`config.mk`:
```
export PLATFORM = sky130hd
export DESIGN_NAME = chu_spi_slave_core
export DESIGN_NICKNAME = d
export VERILOG_FILES = /design/src/rtl/chu_spi_slv_pkg.sv /design/src/rtl/chu_spi_slv_sync.sv /design/src/rtl/chu_spi_slave_core.sv
export SDC_FILE = /design/constraint.sdc
export NUM_CORES = 1
export LEC_CHECK = 0
export ABC_AREA = 0
export CORE_ASPECT_RATIO = 0.9
export CORE_MARGIN = 4
export CORE_UTILIZATION = 50
export DETAILED_ROUTE_END_ITERATION = 10
export PLACE_DENSITY_LB_ADDON = 0.15
export SYNTH_ARGS = -nofsm -noshare
export SYNTH_HDL_FRONTEND = slang
export SYNTH_HIERARCHICAL = 1
export SYNTH_SLANG_ARGS = --single-unit
```
`constraint.sdc`:
```
create_clock -name clk -period 3.8 [get_ports clk]
set_clock_uncertainty 0.2 [all_clocks]
set_input_delay 0.57 -clock clk [delete_from_list [all_inputs] [get_ports clk]]
set_output_delay 0.57 -clock clk [all_outputs]
set_load 0.02 [all_outputs]
```
`src/rtl/chu_spi_slv_pkg.sv`:
```
// Shared constants for the FPro SPI responder slot: register map,
// status/control bit positions and the frame state encoding.
package chu_spi_slv_pkg;

    localparam logic [4:0] REG_STATUS  = 5'd0;
    localparam logic [4:0] REG_TX_DATA = 5'd1;
    localparam logic [4:0] REG_CLEAR   = 5'd2;
    localparam logic [4:0] REG_CTRL    = 5'd3;
    localparam logic [4:0] REG_OVR_CNT = 5'd4;

    localparam int CLR_RX_VALID_BIT = 0;
    localparam int CLR_OVERRUN_BIT  = 1;
    localparam int CTRL_CPOL_BIT    = 0;
    localparam int CTRL_CPHA_BIT    = 1;

    typedef enum logic {
        IDLE,
        ACTIVE
    } state_t;

endpackage

```
`src/rtl/chu_spi_slv_sync.sv`:
```
// Brings the asynchronous SPI pins into the clk domain and produces
// single-cycle edge pulses for sclk and ss_n from the synchronized copies.
module chu_spi_slv_sync #(
    parameter int SYNC_STAGES = 2
) (
    input  logic clk,
    input  logic reset,
    input  logic spi_sclk,
    input  logic spi_mosi,
    input  logic spi_ss_n,
    output logic mosi_s,
    output logic sclk_rise,
    output logic sclk_fall,
    output logic ss_fall,
    output logic ss_rise
);

    logic [SYNC_STAGES-1:0] sclk_sync_q, sclk_sync_d;
    logic [SYNC_STAGES-1:0] mosi_sync_q, mosi_sync_d;
    logic [SYNC_STAGES-1:0] ss_sync_q, ss_sync_d;
    logic                   sclk_prev_q, sclk_prev_d;
    logic                   ss_prev_q, ss_prev_d;

    // Shift each pin one stage deeper and remember the last synced level.
    always_comb begin
        sclk_sync_d = {sclk_sync_q[SYNC_STAGES-2:0], spi_sclk};
        mosi_sync_d = {mosi_sync_q[SYNC_STAGES-2:0], spi_mosi};
        ss_sync_d   = {ss_sync_q[SYNC_STAGES-2:0], spi_ss_n};
        sclk_prev_d = sclk_sync_q[SYNC_STAGES-1];
        ss_prev_d   = ss_sync_q[SYNC_STAGES-1];
    end

    // ss_n chain clears to 0 so a select already held low across reset
    // never looks like a fresh fall; the master must deselect first.
    always_ff @(posedge clk) begin
        if (reset) begin
            sclk_sync_q <= '0;
            mosi_sync_q <= '0;
            ss_sync_q   <= '0;
            sclk_prev_q <= 1'b0;
            ss_prev_q   <= 1'b0;
        end else begin
            sclk_sync_q <= sclk_sync_d;
            mosi_sync_q <= mosi_sync_d;
            ss_sync_q   <= ss_sync_d;
            sclk_prev_q <= sclk_prev_d;
            ss_prev_q   <= ss_prev_d;
        end
    end

    assign mosi_s    = mosi_sync_q[SYNC_STAGES-1];
    assign sclk_rise =  sclk_sync_q[SYNC_STAGES-1] & ~sclk_prev_q;
    assign sclk_fall = ~sclk_sync_q[SYNC_STAGES-1] &  sclk_prev_q;
    assign ss_rise   =  ss_sync_q[SYNC_STAGES-1]   & ~ss_prev_q;
    assign ss_fall   = ~ss_sync_q[SYNC_STAGES-1]   &  ss_prev_q;

endmodule

```
`src/rtl/chu_spi_slave_core.sv`:
```
// FPro MMIO slot acting as an SPI responder, oversampled in the clk domain.
// Optional feature: define SPI_SLV_OVR_CNT_EN to add a saturating overrun
// counter readable at register 4 (cleared together with the overrun flag).
module chu_spi_slave_core
    import chu_spi_slv_pkg::*;
#(
    parameter int         SYNC_STAGES = 2,
    parameter logic [7:0] IDLE_BYTE   = 8'hFF
) (
    input  logic        clk,
    input  logic        reset,
    input  logic        cs,
    input  logic        read,
    input  logic        write,
    input  logic [4:0]  addr,
    output logic [31:0] rd_data,
    input  logic [31:0] wr_data,
    input  logic        spi_sclk,
    input  logic        spi_mosi,
    input  logic        spi_ss_n,
    output logic        spi_miso,
    output logic        spi_miso_oe
);

    logic mosi_s, sclk_rise, sclk_fall, ss_fall, ss_rise;

    chu_spi_slv_sync #(.SYNC_STAGES(SYNC_STAGES)) u_sync (
        .clk       (clk),
        .reset     (reset),
        .spi_sclk  (spi_sclk),
        .spi_mosi  (spi_mosi),
        .spi_ss_n  (spi_ss_n),
        .mosi_s    (mosi_s),
        .sclk_rise (sclk_rise),
        .sclk_fall (sclk_fall),
        .ss_fall   (ss_fall),
        .ss_rise   (ss_rise)
    );

    state_t     state_q, state_d;
    logic [2:0] bit_cnt_q, bit_cnt_d;
    logic [7:0] shift_out_q, shift_out_d;
    logic [6:0] shift_in_q, shift_in_d;
    logic [7:0] rx_data_q, rx_data_d;
    logic       rx_valid_q, rx_valid_d;
    logic       overrun_q, overrun_d;
    logic [7:0] tx_buf_q, tx_buf_d;
    logic       tx_empty_q, tx_empty_d;
    logic [1:0] ctrl_q, ctrl_d;
    logic       frame_cpol_q, frame_cpol_d;
    logic       frame_cpha_q, frame_cpha_d;
    logic       miso_q, miso_d;
    logic       miso_oe_q, miso_oe_d;
`ifdef SPI_SLV_OVR_CNT_EN
    logic [7:0] ovr_cnt_q, ovr_cnt_d;
`endif

    logic       wr_en, clr_rx, clr_ovr, tx_write, ctrl_write;
    logic       leading_ev, trailing_ev, sample_ev, shift_ev;
    logic [7:0] load_byte, rx_byte;
    logic       unused_inputs;

    assign wr_en       = cs & write;
    assign clr_rx      = wr_en && (addr == REG_CLEAR) && wr_data[CLR_RX_VALID_BIT];
    assign clr_ovr     = wr_en && (addr == REG_CLEAR) && wr_data[CLR_OVERRUN_BIT];
    assign tx_write    = wr_en && (addr == REG_TX_DATA);
    assign ctrl_write  = wr_en && (addr == REG_CTRL);
    assign leading_ev  = frame_cpol_q ? sclk_fall : sclk_rise;
    assign trailing_ev = frame_cpol_q ? sclk_rise : sclk_fall;
    assign sample_ev   = frame_cpha_q ? trailing_ev : leading_ev;
    assign shift_ev    = frame_cpha_q ? leading_ev : trailing_ev;
    assign load_byte   = tx_empty_q ? IDLE_BYTE : tx_buf_q;
    assign rx_byte     = {shift_in_q, mosi_s};
    assign unused_inputs = ^{read, wr_data[31:8]};

    // Frame FSM plus register side effects; clears apply before a byte lands
    // and a CPU TX write wins over a same-cycle buffer consumption.
    always_comb begin
        state_d      = state_q;
        bit_cnt_d    = bit_cnt_q;
        shift_out_d  = shift_out_q;
        shift_in_d   = shift_in_q;
        rx_data_d    = rx_data_q;
        rx_valid_d   = rx_valid_q;
        overrun_d    = overrun_q;
        tx_buf_d     = tx_buf_q;
        tx_empty_d   = tx_empty_q;
        ctrl_d       = ctrl_q;
        frame_cpol_d = frame_cpol_q;
        frame_cpha_d = frame_cpha_q;
        miso_d       = miso_q;
        miso_oe_d    = miso_oe_q;
`ifdef SPI_SLV_OVR_CNT_EN
        ovr_cnt_d    = ovr_cnt_q;
`endif

        if (clr_rx) rx_valid_d = 1'b0;
        if (clr_ovr) begin
            overrun_d = 1'b0;
`ifdef SPI_SLV_OVR_CNT_EN
            ovr_cnt_d = 8'd0;
`endif
        end
        if (ctrl_write) ctrl_d = wr_data[1:0];

        case (state_q)
            IDLE: begin
                if (ss_fall) begin
                    state_d      = ACTIVE;
                    frame_cpol_d = ctrl_q[CTRL_CPOL_BIT];
                    frame_cpha_d = ctrl_q[CTRL_CPHA_BIT];
                    bit_cnt_d    = 3'd0;
                    shift_out_d  = load_byte;
                    miso_d       = load_byte[7];
                    tx_empty_d   = 1'b1;
                    miso_oe_d    = 1'b1;
                end
            end
            ACTIVE: begin
                if (ss_rise) begin
                    state_d   = IDLE;
                    bit_cnt_d = 3'd0;
                    miso_d    = 1'b0;
                    miso_oe_d = 1'b0;
                end else if (sample_ev) begin
                    shift_in_d = rx_byte[6:0];
                    bit_cnt_d  = bit_cnt_q + 3'd1;
                    if (bit_cnt_q == 3'd7) begin
                        if (rx_valid_d) begin
                            overrun_d = 1'b1;
`ifdef SPI_SLV_OVR_CNT_EN
                            if (ovr_cnt_q != 8'hFF) ovr_cnt_d = ovr_cnt_q + 8'd1;
`endif
                        end else begin
                            rx_data_d  = rx_byte;
                            rx_valid_d = 1'b1;
                        end
                        shift_out_d = load_byte;
                        tx_empty_d  = 1'b1;
                        if (!frame_cpha_q) miso_d = load_byte[7];
                    end
                end else if (shift_ev) begin
                    if (frame_cpha_q) begin
                        miso_d      = shift_out_q[7];
                        shift_out_d = {shift_out_q[6:0], 1'b0};
                    end else if (bit_cnt_q != 3'd0) begin
                        miso_d      = shift_out_q[6];
                        shift_out_d = {shift_out_q[6:0], 1'b0};
                    end
                end
            end
            default: state_d = IDLE;
        endcase

        if (tx_write) begin
            tx_buf_d   = wr_data[7:0];
            tx_empty_d = 1'b0;
        end
    end

    // State and register storage with synchronous reset.
    always_ff @(posedge clk) begin
        if (reset) begin
            state_q      <= IDLE;
            bit_cnt_q    <= 3'd0;
            shift_out_q  <= 8'd0;
            shift_in_q   <= 7'd0;
            rx_data_q    <= 8'd0;
            rx_valid_q   <= 1'b0;
            overrun_q    <= 1'b0;
            tx_buf_q     <= 8'd0;
            tx_empty_q   <= 1'b1;
            ctrl_q       <= 2'd0;
            frame_cpol_q <= 1'b0;
            frame_cpha_q <= 1'b0;
            miso_q       <= 1'b0;
            miso_oe_q    <= 1'b0;
`ifdef SPI_SLV_OVR_CNT_EN
            ovr_cnt_q    <= 8'd0;
`endif
        end else begin
            state_q      <= state_d;
            bit_cnt_q    <= bit_cnt_d;
            shift_out_q  <= shift_out_d;
            shift_in_q   <= shift_in_d;
            rx_data_q    <= rx_data_d;
            rx_valid_q   <= rx_valid_d;
            overrun_q    <= overrun_d;
            tx_buf_q     <= tx_buf_d;
            tx_empty_q   <= tx_empty_d;
            ctrl_q       <= ctrl_d;
            frame_cpol_q <= frame_cpol_d;
            frame_cpha_q <= frame_cpha_d;
            miso_q       <= miso_d;
            miso_oe_q    <= miso_oe_d;
`ifdef SPI_SLV_OVR_CNT_EN
            ovr_cnt_q    <= ovr_cnt_d;
`endif
        end
    end

    // Register read mux, combinational from addr.
    always_comb begin
        rd_data = 32'd0;
        case (addr)
            REG_STATUS: rd_data = {20'd0, (state_q == ACTIVE), tx_empty_q,
                                   overrun_q, rx_valid_q, rx_data_q};
            REG_CTRL:   rd_data = {30'd0, ctrl_q};
`ifdef SPI_SLV_OVR_CNT_EN
            REG_OVR_CNT: rd_data = {24'd0, ovr_cnt_q};
`endif
            default:    rd_data = 32'd0;
        endcase
    end

    assign spi_miso    = miso_q;
    assign spi_miso_oe = miso_oe_q;

endmodule

```
* Word level (Yosys, flattened, before mapping)
Index checks and enable logic that the tools add are counted.
** Word-level totals
- Register bits after elaboration :: 52
- Word-level logic and storage cells :: 115
- Bits of input ports :: 45
** Operators by class
- Bitwise gates (word level) :: 12
- Equal/unequal tests :: 19
- Mux-type cells :: 49
- Reduce and logical (&&, ||, !) cells :: 15
- Add/subtract/negate cells :: 1
** Operators with widths (number)
- $mux W8 :: 8
- $mux W1 :: 31
- $pmux W12 S2 :: 1
- $pmux W8 S2 :: 1
- $reduce_and A5 Y1 :: 3
- $eq A5 B2 Y1 const B :: 2
- $mux W3 :: 3
- $ne A3 B1 Y1 const B :: 3
- $ne A3 B2 Y1 const B :: 3
- $pmux W1 S2 :: 4
- $not A1 Y1 :: 7
- $ne A2 B2 Y1 const B :: 3
- $pmux W3 S2 :: 1
- $reduce_and A2 Y1 :: 3
- $and A1 B1 Y1 :: 5
- $eq A5 B1 Y1 const B :: 1
- $logic_and A1 B1 Y1 :: 5
- $logic_not A5 Y1 :: 1
- $ne A5 B2 Y1 const B :: 1
- $ne A4 B1 Y1 const B :: 1
- $ne A4 B2 Y1 const B :: 1
- $ne A4 B3 Y1 const B :: 1
- $ne A4 B4 Y1 const B :: 1
- $reduce_and A4 Y1 :: 1
- other kinds (5) :: 5

* Depth between registers and ports, before layout
- Depth in word-level cells :: 9
- Gate-level depth with buffers :: 7

* Cells and area by module
The synthesis kept the hierarchy.
** Modules (own cells, without submodules)
- chu_spi_slave_core :: cells each 263, area each 2250.9 um^2, seq. area each 880.8 um^2, times used 1
- chu_spi_slv_sync :: cells each 20, area each 235.2 um^2, seq. area each 160.2 um^2, times used 1

* Worst setup path after synthesis
OpenSTA, ideal clock, no wires.
- Kind :: input to output
- Start :: input port addr[1]
- End :: output port rd_data[10]
- Setup slack :: 1.166 ns
- Required time :: 3.030 ns
- Stages :: 4
- Data arrival time :: 1.864 ns
- Path through :: or4_2 nor2_1 clkbuf_1 and2_1
** Between the ends
- Cells in the longest elaborated chain, start to end :: 2
- Elaborated cells between the ends (all ways) :: 3
- Those cells by class :: eq/ne: 1; mux: 1; reduce/logical: 1
** Ends and longest elaborated chain
- start, declared :: line chu_spi_slave_core.sv:15 : input logic [4:0] addr,
- $eq A5 B2 Y1 or $logic_not A5 Y1 (tied branches) :: line chu_spi_slave_core.sv:205 : case (addr)
- $pmux W12 S2 (*) :: line chu_spi_slave_core.sv:205
- end, declared :: line chu_spi_slave_core.sv:16 : output logic [31:0] rd_data,
Mark *: on every way between the ends. The rest lies on a longest branch, timed or not.

* Worst setup path in the final report
- Start :: input port addr[1]
- End :: output port rd_data[8]
Same word-level chain as after synthesis.

==> flow_summary.toml <==
[synth]
synth_compound_area_share_pct = 14.7
yosysSeqAreaShare_pct = 41.9
synth_edf_count = 0
synth_largest_area_cell = "dfxtp_1"
synth_warnings = 6
synth_cells = 283
async_flop_share_pct = 0
synth_cell_types = 38
syn_area_per_cell_um2 = 8.78
synthAdderAreaFrac_pct = 1.51
netlist_area_mm2 = 0.00249
ys.flop_type = "dfxtp_1"
synth_top_family_by_area = "simple AND/OR/NAND/NOR gates"
ys_ff_latch = 52
synth.area.mux_share_pct = 11.3
synthSimpleGateAreaFrac_pct = 20.8
netlist_top_cells_area = "dfxtp_1 42%, mux2i_1 8.5%, buf_4 6.0%, nor2_1 5.6%, nand2_1 4.8%"
synthXorXnorAreaFrac_pct = 0.654
synth_top_area_share_pct = 41.9

[grt]
antenna_found_initial = 0
gr-total-overflow = 0
grt_usage_pct = 17.2
grt_pass1_wl_um = 8140
grt_pass1_vias = 1718
grt_max_degree = 37

[critical_path]
critPathCaptureType = "output port"
crit_type = "input pin to output port"
regToRegStartpoint = "frame_cpha_q"
reg2regPathDepth = 5
critPathRequiredTime_ns = 3.03
r2r_end = "shift_out_q[7]"
cp.arrival_ns = 2.72
cp_max_fo = 12
worstSetupStartpointType = "input pin"
r2r_slack_ns = 1.67

[placement]
gp_congestion = 0.744
portBuffers = 33
post_dp_cell_area_mm2 = 0.00281
dpl.hpwl_um = 3430

[pwr]
peakVddDrop_uv = 244
powerDensity_mw_per_mm2 = 337
leakagePower_uw = 0.00113

[timing]
max-slew-margin-rel_pct = 49.7
fmax_mhz = 287
timing.setup.tns_ns = 0
hold_viol = 0
holdWs_ns = 0.245
maxSlewViolCount = 0
rsz0062_at_grt = "no"
worst_pin_slew_ns = 0.751
finalCritPeriodShare_pct = 91.7
min_period_ns = 3.49
final-setup-viol-count = 0

[clock_network]
postCtsHoldBufs = 0
cts_setup_buffers = 0
htreeDepth = 2
ctsRootBufferMaster = "clkbuf_8"
clk_path_buf_depth = 2
path_clk_slew_ns = 0.09
cts_tree = "yes"
cts_sinks = 52
cts_resized = 0
cts_buffers = 5
clk_latency_ns = 0.31

[routing]
drc = 0
drt_iter0_markers = 140
vias_per_cell = 5.06
vias = 1916
ant_nets = 0
drt_pass1_iterations = 4
wl_per_cell_um = 12.9
routed_wl_um = 4890

[min_path]
min_to = "u_sync/ss_sync_q[1]"
hp-class = "flop to flop"
hold_path.startpoint = "u_sync/ss_sync_q[0]"
min_delay_path_depth = 1

[cells_and_area]
nets = 361
mostFrequentLayoutCell = "dfxtp_1"
utilization_pct = 60.1
mostFrequentLayoutCells = "52 x dfxtp_1, 37 x nor2_1, 33 x clkdlybuf4s50_1"
stdcell_area_mm2 = 0.00291
drive_gt1_share_pct = 7.01
diodes = 0
areaGrowthSynthToFinish_pct = 16.9

[run_status]
status = "finished clean"

[floorplanning]
rows = 24
dieWidth_um = 82.3
die_h_um = 74.9
core_mm2 = 0.00483
die_area_mm2 = 0.00617
io_pins = 79
start_util_pct = 51.4

[flow_run]
drv_cap = 0
flip-flops by register name, indices dropped and copies added (netlist names):
| signal | count |
|---|---|
| rx_data_q | 8 |
| shift_out_q | 8 |
| tx_buf_q | 8 |
| shift_in_q | 7 |
| bit_cnt_q | 3 |
| ctrl_q | 2 |
| u_sync/mosi_sync_q | 2 |
| u_sync/sclk_sync_q | 2 |
| u_sync/ss_sync_q | 2 |
| frame_cpha_q | 1 |
| frame_cpol_q | 1 |
| overrun_q | 1 |
| rx_valid_q | 1 |
| spi_miso | 1 |
| spi_miso_oe | 1 |
| state_q | 1 |
| tx_empty_q | 1 |
| u_sync/sclk_prev_q | 1 |
| u_sync/ss_prev_q | 1 |
worst max path at each step:
stage,start,endpoint,slack [ns]
final,addr[1],rd_data[8],0.31
after global routing,addr[1],rd_data[8],0.22
after CTS,addr[1],rd_data[0],0.30
after detailed placement,addr[1],rd_data[0],0.31
after global placement,addr[4],rd_data[0],0.33
after floorplan,addr[1],rd_data[10],1.17
metal layers:
layer	track usage (%)	share of wire [%]	up-vias
met5	0	0	-
met3	3.83	6.6	7
li1	-	-	987
met4	7.20	1.6	0
met2	23.6	41	61
met1	25.8	51	861
cell type report:
cell class | instances | area [um2]
repair buffers | 37 | 373
clock buffers | 5 | 68.8
multi-input cells | 212 | 1290
inverters | 5 | 18.8
well taps | 65 | 81.3
fillers | 430 | 1930
flip-flops and latches | 52 | 1040
clock inverters | 3 | 27.5
critical path, cell delays in order:
cell and delay, ns:
clkdlybuf4s50_1 0.41, or4_2 0.68, nor2_1 0.11, buf_4 0.18, and2_1 0.16, clkdlybuf4s50_1 0.60
synthesized netlist by cell type, types with 2 or more instances:
library cell	n
dfxtp_1	52
nor2_1	37
nand2_1	32
a21oi_1	23
mux2i_1	21
buf_4	20
nor2b_1	17
and2_1	10
clkbuf_1	10
o2111ai_1	9
o21ai_0	9
inv_1	5
buf_2	3
ha_1	3
mux2_2	3
nand2b_1	3
nor3_1	3
a211oi_1	2
a22o_1	2
where the power goes:
| part | leakage (uW) | total, uW | switching (uW) | internal [uW] |
|---|---|---|---|---|
| registers | 0.000421 | 559 | 4.96 | 554 |
| clock network | 0.0000463 | 330 | 194 | 135 |
| logic | 0.000665 | 89.8 | 53.5 | 36.4 |
through the flow:
stage	setup WS (ns)	std cells	power (uW)
after global routing	0.220	379	1020
after CTS	0.301	379	991
after detailed placement	0.312	371	660
after global placement	0.331	371	659
after floorplan	1.17	302	640
final	0.315	379	978
kinds of logic (layout without fill, tap and decap cells):
family,after synthesis,after routing
flip-flops,52,52
AO/OA/AOI/OAI,55,55
multiplexers,26,26
other,1,20
AND/OR/NAND/NOR,107,107
buffers and inverters,38,50
XOR/XNOR,1,1
adder cells (fa/ha/maj),3,3
Note: power is estimated with default switching activity, not from simulation.
